`src/rtl/digit_serial_addsub.sv`:
```
// digit_serial_addsub: multi-cycle add/subtract/accumulate core, DIGIT bits per
//   active cycle, least-significant digit first, carry registered between digits.
// Latency: done pulses in the cycle after edge E+NDIG (E = start-accept edge);
//   next start is accepted at edge E+NDIG+2 at the earliest.
// Backpressure: ena=0 freezes every register (stalls stretch latency 1:1); start
//   is only sampled in IDLE, so requests made while busy are dropped.
//
// Ports:
//   clk, rst_n     clock and synchronous active-low reset (reset wins over ena)
//   ena            clock enable for all state
//   start/sub/acc  launch request, subtract select, accumulate select (IDLE only)
//   a, b           WIDTH-bit operands, captured with start
//   busy, done     busy over RUN and DONE; done is a one-cycle result-valid pulse
//   sum/cout/ovf   last completed result, carry (or no-borrow), signed overflow

module digit_serial_addsub #(
  parameter int WIDTH = 8,
  parameter int DIGIT = 2
) (
  input  logic             clk,
  input  logic             rst_n,
  input  logic             ena,
  input  logic             start,
  input  logic             sub,
  input  logic             acc,
  input  logic [WIDTH-1:0] a,
  input  logic [WIDTH-1:0] b,
  output logic             busy,
  output logic             done,
  output logic [WIDTH-1:0] sum,
  output logic             cout,
  output logic             ovf
);

  localparam int NDIG  = WIDTH / DIGIT;
  localparam int IDX_W = (NDIG > 1) ? $clog2(NDIG) : 1;
  localparam logic [IDX_W-1:0] LAST_IDX = IDX_W'(NDIG - 1);

  generate
    if (DIGIT < 1 || (WIDTH % DIGIT) != 0) begin : g_bad_param
      $error("digit_serial_addsub: WIDTH (%0d) must be a positive multiple of DIGIT (%0d)",
             WIDTH, DIGIT);
    end
  endgenerate

  typedef enum logic [1:0] {
    S_IDLE = 2'd0,
    S_RUN  = 2'd1,
    S_DONE = 2'd2
  } state_t;

  state_t           state;
  // Operand A drains out of the low end one digit per step while the result
  // digits enter at the top, so after NDIG steps this register holds the sum.
  logic [WIDTH-1:0] a_sh;
  logic [WIDTH-1:0] b_sh;
  logic             carry;
  logic [IDX_W-1:0] idx;

  // One digit of ripple addition.
  logic [DIGIT:0]   dsum;
  logic [DIGIT-1:0] r_dig;
  logic             c_dig;
  logic             c_msb_in;
  logic [WIDTH-1:0] a_next;

  assign dsum  = {1'b0, a_sh[DIGIT-1:0]} + {1'b0, b_sh[DIGIT-1:0]} + {{DIGIT{1'b0}}, carry};
  assign r_dig = dsum[DIGIT-1:0];
  assign c_dig = dsum[DIGIT];

  // Carry into the digit's top bit recovered from that bit's sum: s = a ^ b ^ cin.
  // On the last step this is the carry into bit WIDTH-1.
  assign c_msb_in = r_dig[DIGIT-1] ^ a_sh[DIGIT-1] ^ b_sh[DIGIT-1];

  // Shift right by one digit, result digit enters from the MSB end.
  assign a_next = WIDTH'({r_dig, a_sh} >> DIGIT);

  always_ff @(posedge clk) begin
    if (!rst_n) begin
      state <= S_IDLE;
      a_sh  <= '0;
      b_sh  <= '0;
      carry <= 1'b0;
      idx   <= '0;
      busy  <= 1'b0;
      done  <= 1'b0;
      sum   <= '0;
      cout  <= 1'b0;
      ovf   <= 1'b0;
    end else if (ena) begin
      case (state)
        S_IDLE: begin
          done <= 1'b0;
          if (start) begin
            a_sh  <= acc ? sum : a;
            // Subtraction as A + ~B + 1: invert B now, inject the +1 as carry-in.
            b_sh  <= sub ? ~b : b;
            carry <= sub;
            idx   <= '0;
            busy  <= 1'b1;
            state <= S_RUN;
          end
        end

        S_RUN: begin
          a_sh  <= a_next;
          b_sh  <= b_sh >> DIGIT;
          carry <= c_dig;
          idx   <= idx + 1'b1;
          if (idx == LAST_IDX) begin
            sum   <= a_next;
            cout  <= c_dig;
            ovf   <= c_msb_in ^ c_dig;
            done  <= 1'b1;
            state <= S_DONE;
          end
        end

        S_DONE: begin
          done  <= 1'b0;
          busy  <= 1'b0;
          state <= S_IDLE;
        end

        default: begin
          done  <= 1'b0;
          busy  <= 1'b0;
          state <= S_IDLE;
        end
      endcase
    end
  end

endmodule

```
`config.mk`:
```
export PLATFORM = sky130hd
export DESIGN_NAME = digit_serial_addsub
export DESIGN_NICKNAME = d
export VERILOG_FILES = /design/src/rtl/digit_serial_addsub.sv
export SDC_FILE = /design/constraint.sdc
export NUM_CORES = 1
export LEC_CHECK = 0
export ABC_AREA = 0
export CORE_ASPECT_RATIO = 0.8
export CORE_UTILIZATION = 50
export CTS_BUF_LIST = sky130_fd_sc_hd__clkbuf_4 sky130_fd_sc_hd__clkbuf_8
export DETAILED_ROUTE_END_ITERATION = 8
export PLACE_DENSITY = 0.9
export SYNTH_ARGS = -nofsm -noshare
export SYNTH_HDL_FRONTEND = slang
export SYNTH_SLANG_ARGS = --single-unit
```
`constraint.sdc`:
```
create_clock -name clk -period 2.4 [get_ports clk]
set_input_delay 0.48 -clock clk [delete_from_list [all_inputs] [get_ports clk]]
set_output_delay 0.48 -clock clk [all_outputs]
set_load 0.03 [all_outputs]
```
# Word-level counts from Yosys, hierarchy flattened
# Cells that the tools add are included.
# totals
reg_bits	33
input_bits	22
wordCells	46
# classes
addsub	3
n_eq_ne	4
mux	17
bitwise	5
n_reduce_logical	7
# op_table
op	n
$mux 8	4
$pmux 8 s2	2
$reduce_and 3->1	4
$not 8->8	1
$pmux 2 s2	2
$mux 2	3
$mux 1	4
$ne 2x2->1 const B	2
$pmux 1 s2	2
$add 2x2->3	1
$add 3x1->3	1
$xor 1x1->1	3
$add 2x1->2 const B	1
$eq 2x1->1 const B	1
$eq 2x2->1 const B	1
$logic_not 2->1	1
$reduce_and 2->1	1
$reduce_bool 2->1	1
$not 1->1	1

# Depth between registers and ports, before layout
# Gate-level depths: netlist (run 1).
# logic_depth
word_depth	5
depth_mapped	7

# Least setup slack after synthesis (run 1)
# No wires, ideal clock.
# synth_path
kind	reg2reg
start	register a_sh[0]
end	register ovf
setup_ns	0.118
arrival_time_ns	1.662
setup_slack_ns	0.619
path_stages_with_launch	7
n_path_buf	0
path_cell_list	dfxtp_1 > inv_1 > fa_1 > fa_1 > xnor2_1 > xnor2_1 > a21oi_2
# synth_via
elab_chain_cells	5
# synth_rtl
item	line	source
from (decl)	55	logic [WIDTH-1:0] a_sh;
from (signal assigned)	95	a_sh <= acc ? sum : a;
from (signal assigned)	106	a_sh <= a_next;
$add 2x2->3 (*)	67	assign dsum = {1'b0, a_sh[DIGIT-1:0]} + {1'b0, b_sh[DIGIT-1:0]} + {{DIGIT{1'b0}}, carry};
$add 3x1->3 (*)	67	
$xor 1x1->1 (2 in series)	73	assign c_msb_in = r_dig[DIGIT-1] ^ a_sh[DIGIT-1] ^ b_sh[DIGIT-1];
$xor 1x1->1 (*)	113	ovf <= c_msb_in ^ c_dig;
to (signal assigned)	113	
to (decl)	32	output logic ovf
# Every way passes the cells marked *; elsewhere a longest branch is shown, timed or not.
# A chain may end at the register's enable or synchronous reset.

# Final worst setup path (run 1)
# Same ends and word-level chain as after synthesis.

==> key figures, run 1 <==
Run status
  • Outcome: complete, no violations

Timing
  • Slew @ Worst Pin: 0.9903 ns
  • Minimum clock period: 1.894 ns
  • Period utilisation layout: 78.90%
  • Fmax: 0.5281 GHz
  • Max-Slew Margin vs Limit: 33.98%
  • Final hold slack: 0.4518 ns
  • Fin. Hold Viols: 0
  • Setup TNS: 0 ns
  • Final setup viols: 0
  • Clk_skew: 0.005792 ns
  • Slew Viols, Final: 0
  • Unrepaired setup endpoints after global routing: false

Power
  • Power Density: 582.4 nW/um^2
  • Lkg Pwr: 0.0008137 uW
  • Peak VDD IR: 0.0003517 V

Placement
  • Detailed placement HPWL: 2235 um
  • Routability cong.: 0.7870
  • IO Port Bufs: 33

Critical path
  • Reg2Reg Depth: 6
  • Critical path type: register to register
  • CP max FO: 3
  • Reg2reg setup slack: 0.51 ns
  • R2R Path End: ovf
  • Reg2reg start: a_sh[0]
  • Critical Path End Type: register
  • WP data arrival: 2.07 ns
  • Startpoint types: register
  • Crit path required time: 2.58 ns

Cells and area
  • Final #Nets: 249
  • Layout cells sized above 1: 7.111%
  • Area grow syn2layout: 24.55%
  • Number of fill cells in the layout: 264
  • Most frequent cells in the layout: nand2_1, dfxtp_1, clkdlybuf4s50_1, a21boi_1, o211ai_1
  • Ant. Diodes: 0
  • Commonest non-fill, non-tap cell in the layout: nand2_1
  • Layout Utilization: 66.63%

Routing
  • DRC Markers: 0
  • Via density: 5.404
  • Initial DRC Count: 100
  • Antenna-violating nets left: 0
  • First-pass detailed-route iteration total: 4
  • WL/cell: 12.83 um
  • Via count: 1432
  • Final WL: 3400 um

Floorplan
  • Die Y: 53.95 um
  • Die Wd: 66.94 um
  • Core area: 3153 um^2
  • # rows: 18
  • Full die area: 3611 um^2
  • Io pins: 34
  • Initial core utilization: 53.49%

Global routing
  • Largest net degree at the start of global routing: 34
  • First-pass GRT wire length: 5464 um
  • All-layer global routing usage: 21.15%
  • Total grt overflow: 0
  • Antenna violations before repair: 0
  • Vias in the first global route: 1256

Synth
  • Synthesized area: 1687 um^2
  • Post-synthesis simple-gate area fraction: 19.21%
  • Synth area leader: dfxtp_1
  • Gate Count Post-Synth: 195
  • Top area cells in the synthesized netlist: dfxtp_1, nand2_1, a21boi_1
  • Syn Nets: 220
  • Main combinational cell family by area after synthesis: compound AO/OA/AOI/OAI gates
  • Ys Warns: 0
  • Post-Synth Adder-Cell Area: 3.116%
  • Top cell type's share of synthesized area: 39.17%
  • Syn_area_per_cell: 8.649 um^2
  • Netlist cell types: 33
  • Synth Register Bits: 33
  • Post-Synth XOR/XNOR Area: 5.712%
  • Proportion of synthesized area in mux cells: 5.341%
  • Compound-gate portion of the synthesized area: 20.77%
  • Seq/Total Area, Yosys: 39.17%

Hold path
  • Worst Hold Path Cells: 2
  • Hold_sp: b_sh[5]
  • Type of the worst min-delay path: register to register
  • Min-Delay Endpoint: b_sh[5]

CTS
  • CTS tree: built
  • TritonCTS Sinks: 33
  • CTS Buf Count: 5
  • H-tree depth: 2
  • Post-CTS setup buffers: 0
  • Root Buffer: clkbuf_8
  • Number of gates resized after cts: 0
  • Worst-Skew Late Latency: 0.29 ns
  • CTS clk-pin slew, worst paths: 0.07 ns
  • Clock Tree Buf Depth: 2
  • Hold_buf cts: 0

Flow run
  • Max cap viols: 0
-- worst max-delay path by stage --
stage | startpoint | endpoint | slack [ns]
after floorplan | a_sh[0] | ovf | 0.62
after global placement | acc | a_sh[1] | 0.49
after detailed placement | acc | a_sh[2] | 0.42
after CTS | a_sh[0] | ovf | 0.51
after global routing | b_sh[0] | ovf | 0.40
final | a_sh[0] | ovf | 0.51
-- synthesized netlist by cell type, drive strengths merged --
cell type	count
xnor2	9
and2b	1
or2b	1
or2	1
fa	2
xor2	2
nand2b	2
inv	6
nor3b	1
clkbuf	3
mux2i	9
o211a	3
nand3	4
a21boi	23
nor2b	4
ha	1
buf	11
o211ai	13
dfxtp	33
and3	1
nand2	52
a21oi	3
o21ai	2
a31oi	1
nor2	5
a22oi	2
-- through the flow --
stage               worst slack [ns]  std cells  area [um^2]  total power (uW)
finish                        0.5064        265         2101              1223
global route                  0.4015        265         2101              1279
CTS                           0.5055        265         2101              1231
detailed placement            0.4157        257         1999             778.5
global placement              0.4926        257         1999             774.5
floorplan                     0.6193        195         1687             719.8
-- sequential cells by signal, summed over array words and instances (netlist names) --
name,count
b_sh,8
done,1
cout,1
ovf,1
state,2
a_sh,8
idx,2
busy,1
carry,1
sum,8
-- where the power goes --
group          switching [uW]  leakage [uW]  internal, uW  total (uW)
Clock                     197     0.0000542           259         456
Combinational            91.7      0.000491          93.5         185
Sequential               13.8      0.000268           568         582
-- area by class of cell --
| type | instances | area (um^2) | area share, % |
|---|---|---|---|
| Clock buffer | 7 | 96.34 | 4.586 |
| Clock inverter | 1 | 5.005 | 0.2382 |
| Inverter | 6 | 22.52 | 1.072 |
| Multi-Input combinational cell | 142 | 913.4 | 43.48 |
| Sequential cell | 33 | 660.6 | 31.45 |
| Tap cell | 40 | 50.05 | 2.382 |
| Timing Repair Buffer | 36 | 352.8 | 16.80 |
-- metal layers --
layer	vias to the layer above	wire length, um	share of wire [%]	global-route usage (%)
li1	708	-	-	-
met1	683	1645	48	27.59
met2	37	1521	45	33.33
met5	-	0	0	0
met3	4	201	5.9	7.627
met4	0	31	0.91	5.319
-- cell families after synthesis --
logic type	count (synthesis)
flops	33
simple gates	72
xor+xnor	11
buf+inv	20
mux	9
compound gates	47
fa+ha+maj	3
-- worst max-delay path, cell delays in order, from the launching register on --
cell and delay, ns:
dfxtp_1 0.34, inv_1 0.06, fa_1 0.42, fa_1 0.56, xnor2_1 0.15, xnor2_1 0.17
a21oi_2 0.08
Power figures use the tool's default switching activity.
==> inputs of run 2 (changes only) <==
clock period = 1.9 ns   (was 2.4 ns; I/O delays follow)
==> key figures, run 2 (same netlist as run 1, synthesis figures left out) <==
Run status
  • Outcome: complete, no violations

Floorplan
  • Initial core utilization: 53.49% (unchanged)
  • # rows: 18 (unchanged)
  • Die Y: 53.95 um (unchanged)
  • Die Wd: 66.94 um (unchanged)
  • Core area: 3153 um^2 (unchanged)
  • Io pins: 34 (unchanged)
  • Full die area: 3611 um^2 (unchanged)

Cells and area
  • Area grow syn2layout: 28.56%
  • Layout Utilization: 68.77% (+2.1 points)
  • Layout cells sized above 1: 10.82% (+3.7 points)
  • Commonest non-fill, non-tap cell in the layout: nand2_1
  • Top flop regs: a_sh (8), b_sh (8), sum (8)
  • Ant. Diodes: 0 (unchanged)
  • Final #Nets: 255 (+2.4%)
  • Most frequent cells in the layout: nand2_1, dfxtp_1, clkdlybuf4s50_1, a21boi_1, o211ai_1

Critical path
  • Critical Path Max Stage Delay: 0.59 ns (+0.03 ns)
  • Crit path required time: 2.09 ns (-0.49 ns)
  • Most used cell, CP: fa_2
  • WP data arrival: 2.00 ns (-0.07 ns)
  • Cells along the critical path: inv_1, fa_2, fa_2, xnor2_2, xnor2_1, a21oi_2
  • Slowest cell on crit path: fa_2
  • Critical path type: register to register
  • Critical Path End Type: register
  • CP max FO: 2 (-1)
  • Startpoint types: register

Timing
  • Max-Slew Margin vs Limit: 66.80% (+33 points)
  • Setup TNS: 0 ns (unchanged)
  • Clk_skew: 0.007354 ns (+0.001562 ns)
  • Period utilisation layout: 95.69% (+17 points)
  • Minimum clock period: 1.818 ns (-0.07544 ns)
  • Final setup viols: 0 (unchanged)
  • Slew @ Worst Pin: 0.4980 ns (-0.4922 ns)
  • Fmax: 0.5500 GHz (+4.1%)
  • Fin. Hold Viols: 0 (unchanged)
  • Slew Viols, Final: 0 (unchanged)

Routing
  • Initial DRC Count: 79 (-21%)
  • WL/cell: 13.10 um (+2.1%)
  • First-pass detailed-route iteration total: 4 (unchanged)
  • Antenna-violating nets left: 0 (unchanged)
  • Final WL: 3551 um (+4.4%)
  • DRC Markers: 0 (unchanged)
  • Via density: 5.229 (-3.2%)
  • Via count: 1417 (-1.0%)

Placement
  • Routability cong.: 0.7545 (-4.1%)
  • IO Port Bufs: 33 (unchanged)
  • Detailed placement HPWL: 2493 um (+12%)

CTS
  • H-tree depth: 2 (unchanged)
  • CTS tree: built
  • CTS Buf Count: 5 (unchanged)
  • Hold_buf cts: 0 (unchanged)
  • Worst-Skew Late Latency: 0.29 ns (about the same)
  • CTS clk-pin slew, worst paths: 0.07 ns (about the same)
  • Clock Tree Buf Depth: 2 (unchanged)
  • Root Buffer: clkbuf_8
  • TritonCTS Sinks: 33 (unchanged)

Global routing
  • First-pass GRT wire length: 5768 um (+5.6%)
  • M3 GR Usage: 6.144% (-1.5 points)
  • Most Crowded Layer GR: met2
  • Met2 Use GR: 33.84% (+0.51 points)
  • Total grt overflow: 0 (unchanged)
  • Largest net degree at the start of global routing: 34 (unchanged)
  • Antenna violations before repair: 0 (unchanged)
  • Met1 global-route usage: 27.88% (+0.29 points)
  • Vias in the first global route: 1326 (+5.6%)
  • All-layer global routing usage: 22.33% (+1.2 points)

Hold path
  • Type of the worst min-delay path: register to register

Flow run
  • Max cap viols: 0 (unchanged)

Power
  • Lkg Pwr: 0.0008478 uW (+4.2%)
  • Peak VDD IR: 0.0005418 V (+54%)
  • Power Density: 698.8 nW/um^2 (+20%)
  • Total power: 1515 uW (+24%)
-- run 2: metal layers --
metal  wire (um)  share of wire (%)
met5           0                  0
met4         112                3.2
met3         198                5.6
met2        1595                 45
met1        1645                 46
-- run 2: path summary, 6_finish.rpt --
check,startpoint,cells after the start,endpoint,slack (ns)
setup / recovery,a_sh[0],6,ovf,0.08
hold / removal,b_sh[4],2,b_sh[4],0.45
setup reg to reg,a_sh[0],6,ovf,0.08
hold reg to reg,b_sh[4],2,b_sh[4],0.45
-- run 2: repair_timing --
item,CTS,global route
gates resized for setup,0,3
buffers inserted,0,1
endpoints found under the setup margin,0,1
-- run 2: layout make-up --
type                    count  area (um^2)
repair buffers             42        422.9
multi-input cells         142        925.9
inverters                   6        22.52
fillers                   258        984.7
well taps                  40        50.05
flip-flops and latches     33        660.6
clock buffers               5        68.82
clock inverters             3        17.52
-- run 2: worst max-delay path, delay by kind of cell (launching register included) --
kind / cells / cell delay, ns
adder cells (fa/ha/maj): 2 / 0.98
buffers and inverters: 1 / 0.06
XOR/XNOR: 2 / 0.27
AO/OA/AOI/OAI: 1 / 0.07
flip-flops: 1 / 0.33
-- run 2: where the power goes --
| group | internal [uW] | switching [uW] | total, uW |
|---|---|---|---|
| combinational | 140 | 123 | 263 |
| clock | 252 | 264 | 516 |
| sequential | 717 | 18.5 | 736 |
-- run 2: per-stage QoR --
| step | area, um^2 | std cells | hold WS, ns | setup WS (ns) |
|---|---|---|---|---|
| 6_report | 2168 | 271 | 0.4492 | 0.08187 |
| 5_1_grt | 2168 | 271 | 0.4725 | -0.01778 |
| 4_1_cts | 2148 | 270 | 0.4517 | 0.009696 |
| 3_5_place_dp | 2062 | 262 | 0.4424 | 0.02496 |
| 3_3_place_gp | 2062 | 262 | 0.4390 | 0.08139 |
| 2_1_floorplan | 1687 | 195 | 0.4308 | 0.1193 |
==> inputs of run 3 (changes only) <==
CTS_CLUSTER_DIAMETER = 30   (was not set)
==> results of run 3 <==
Same layout as run 2: the final DEF is identical, and so are final timing and power.
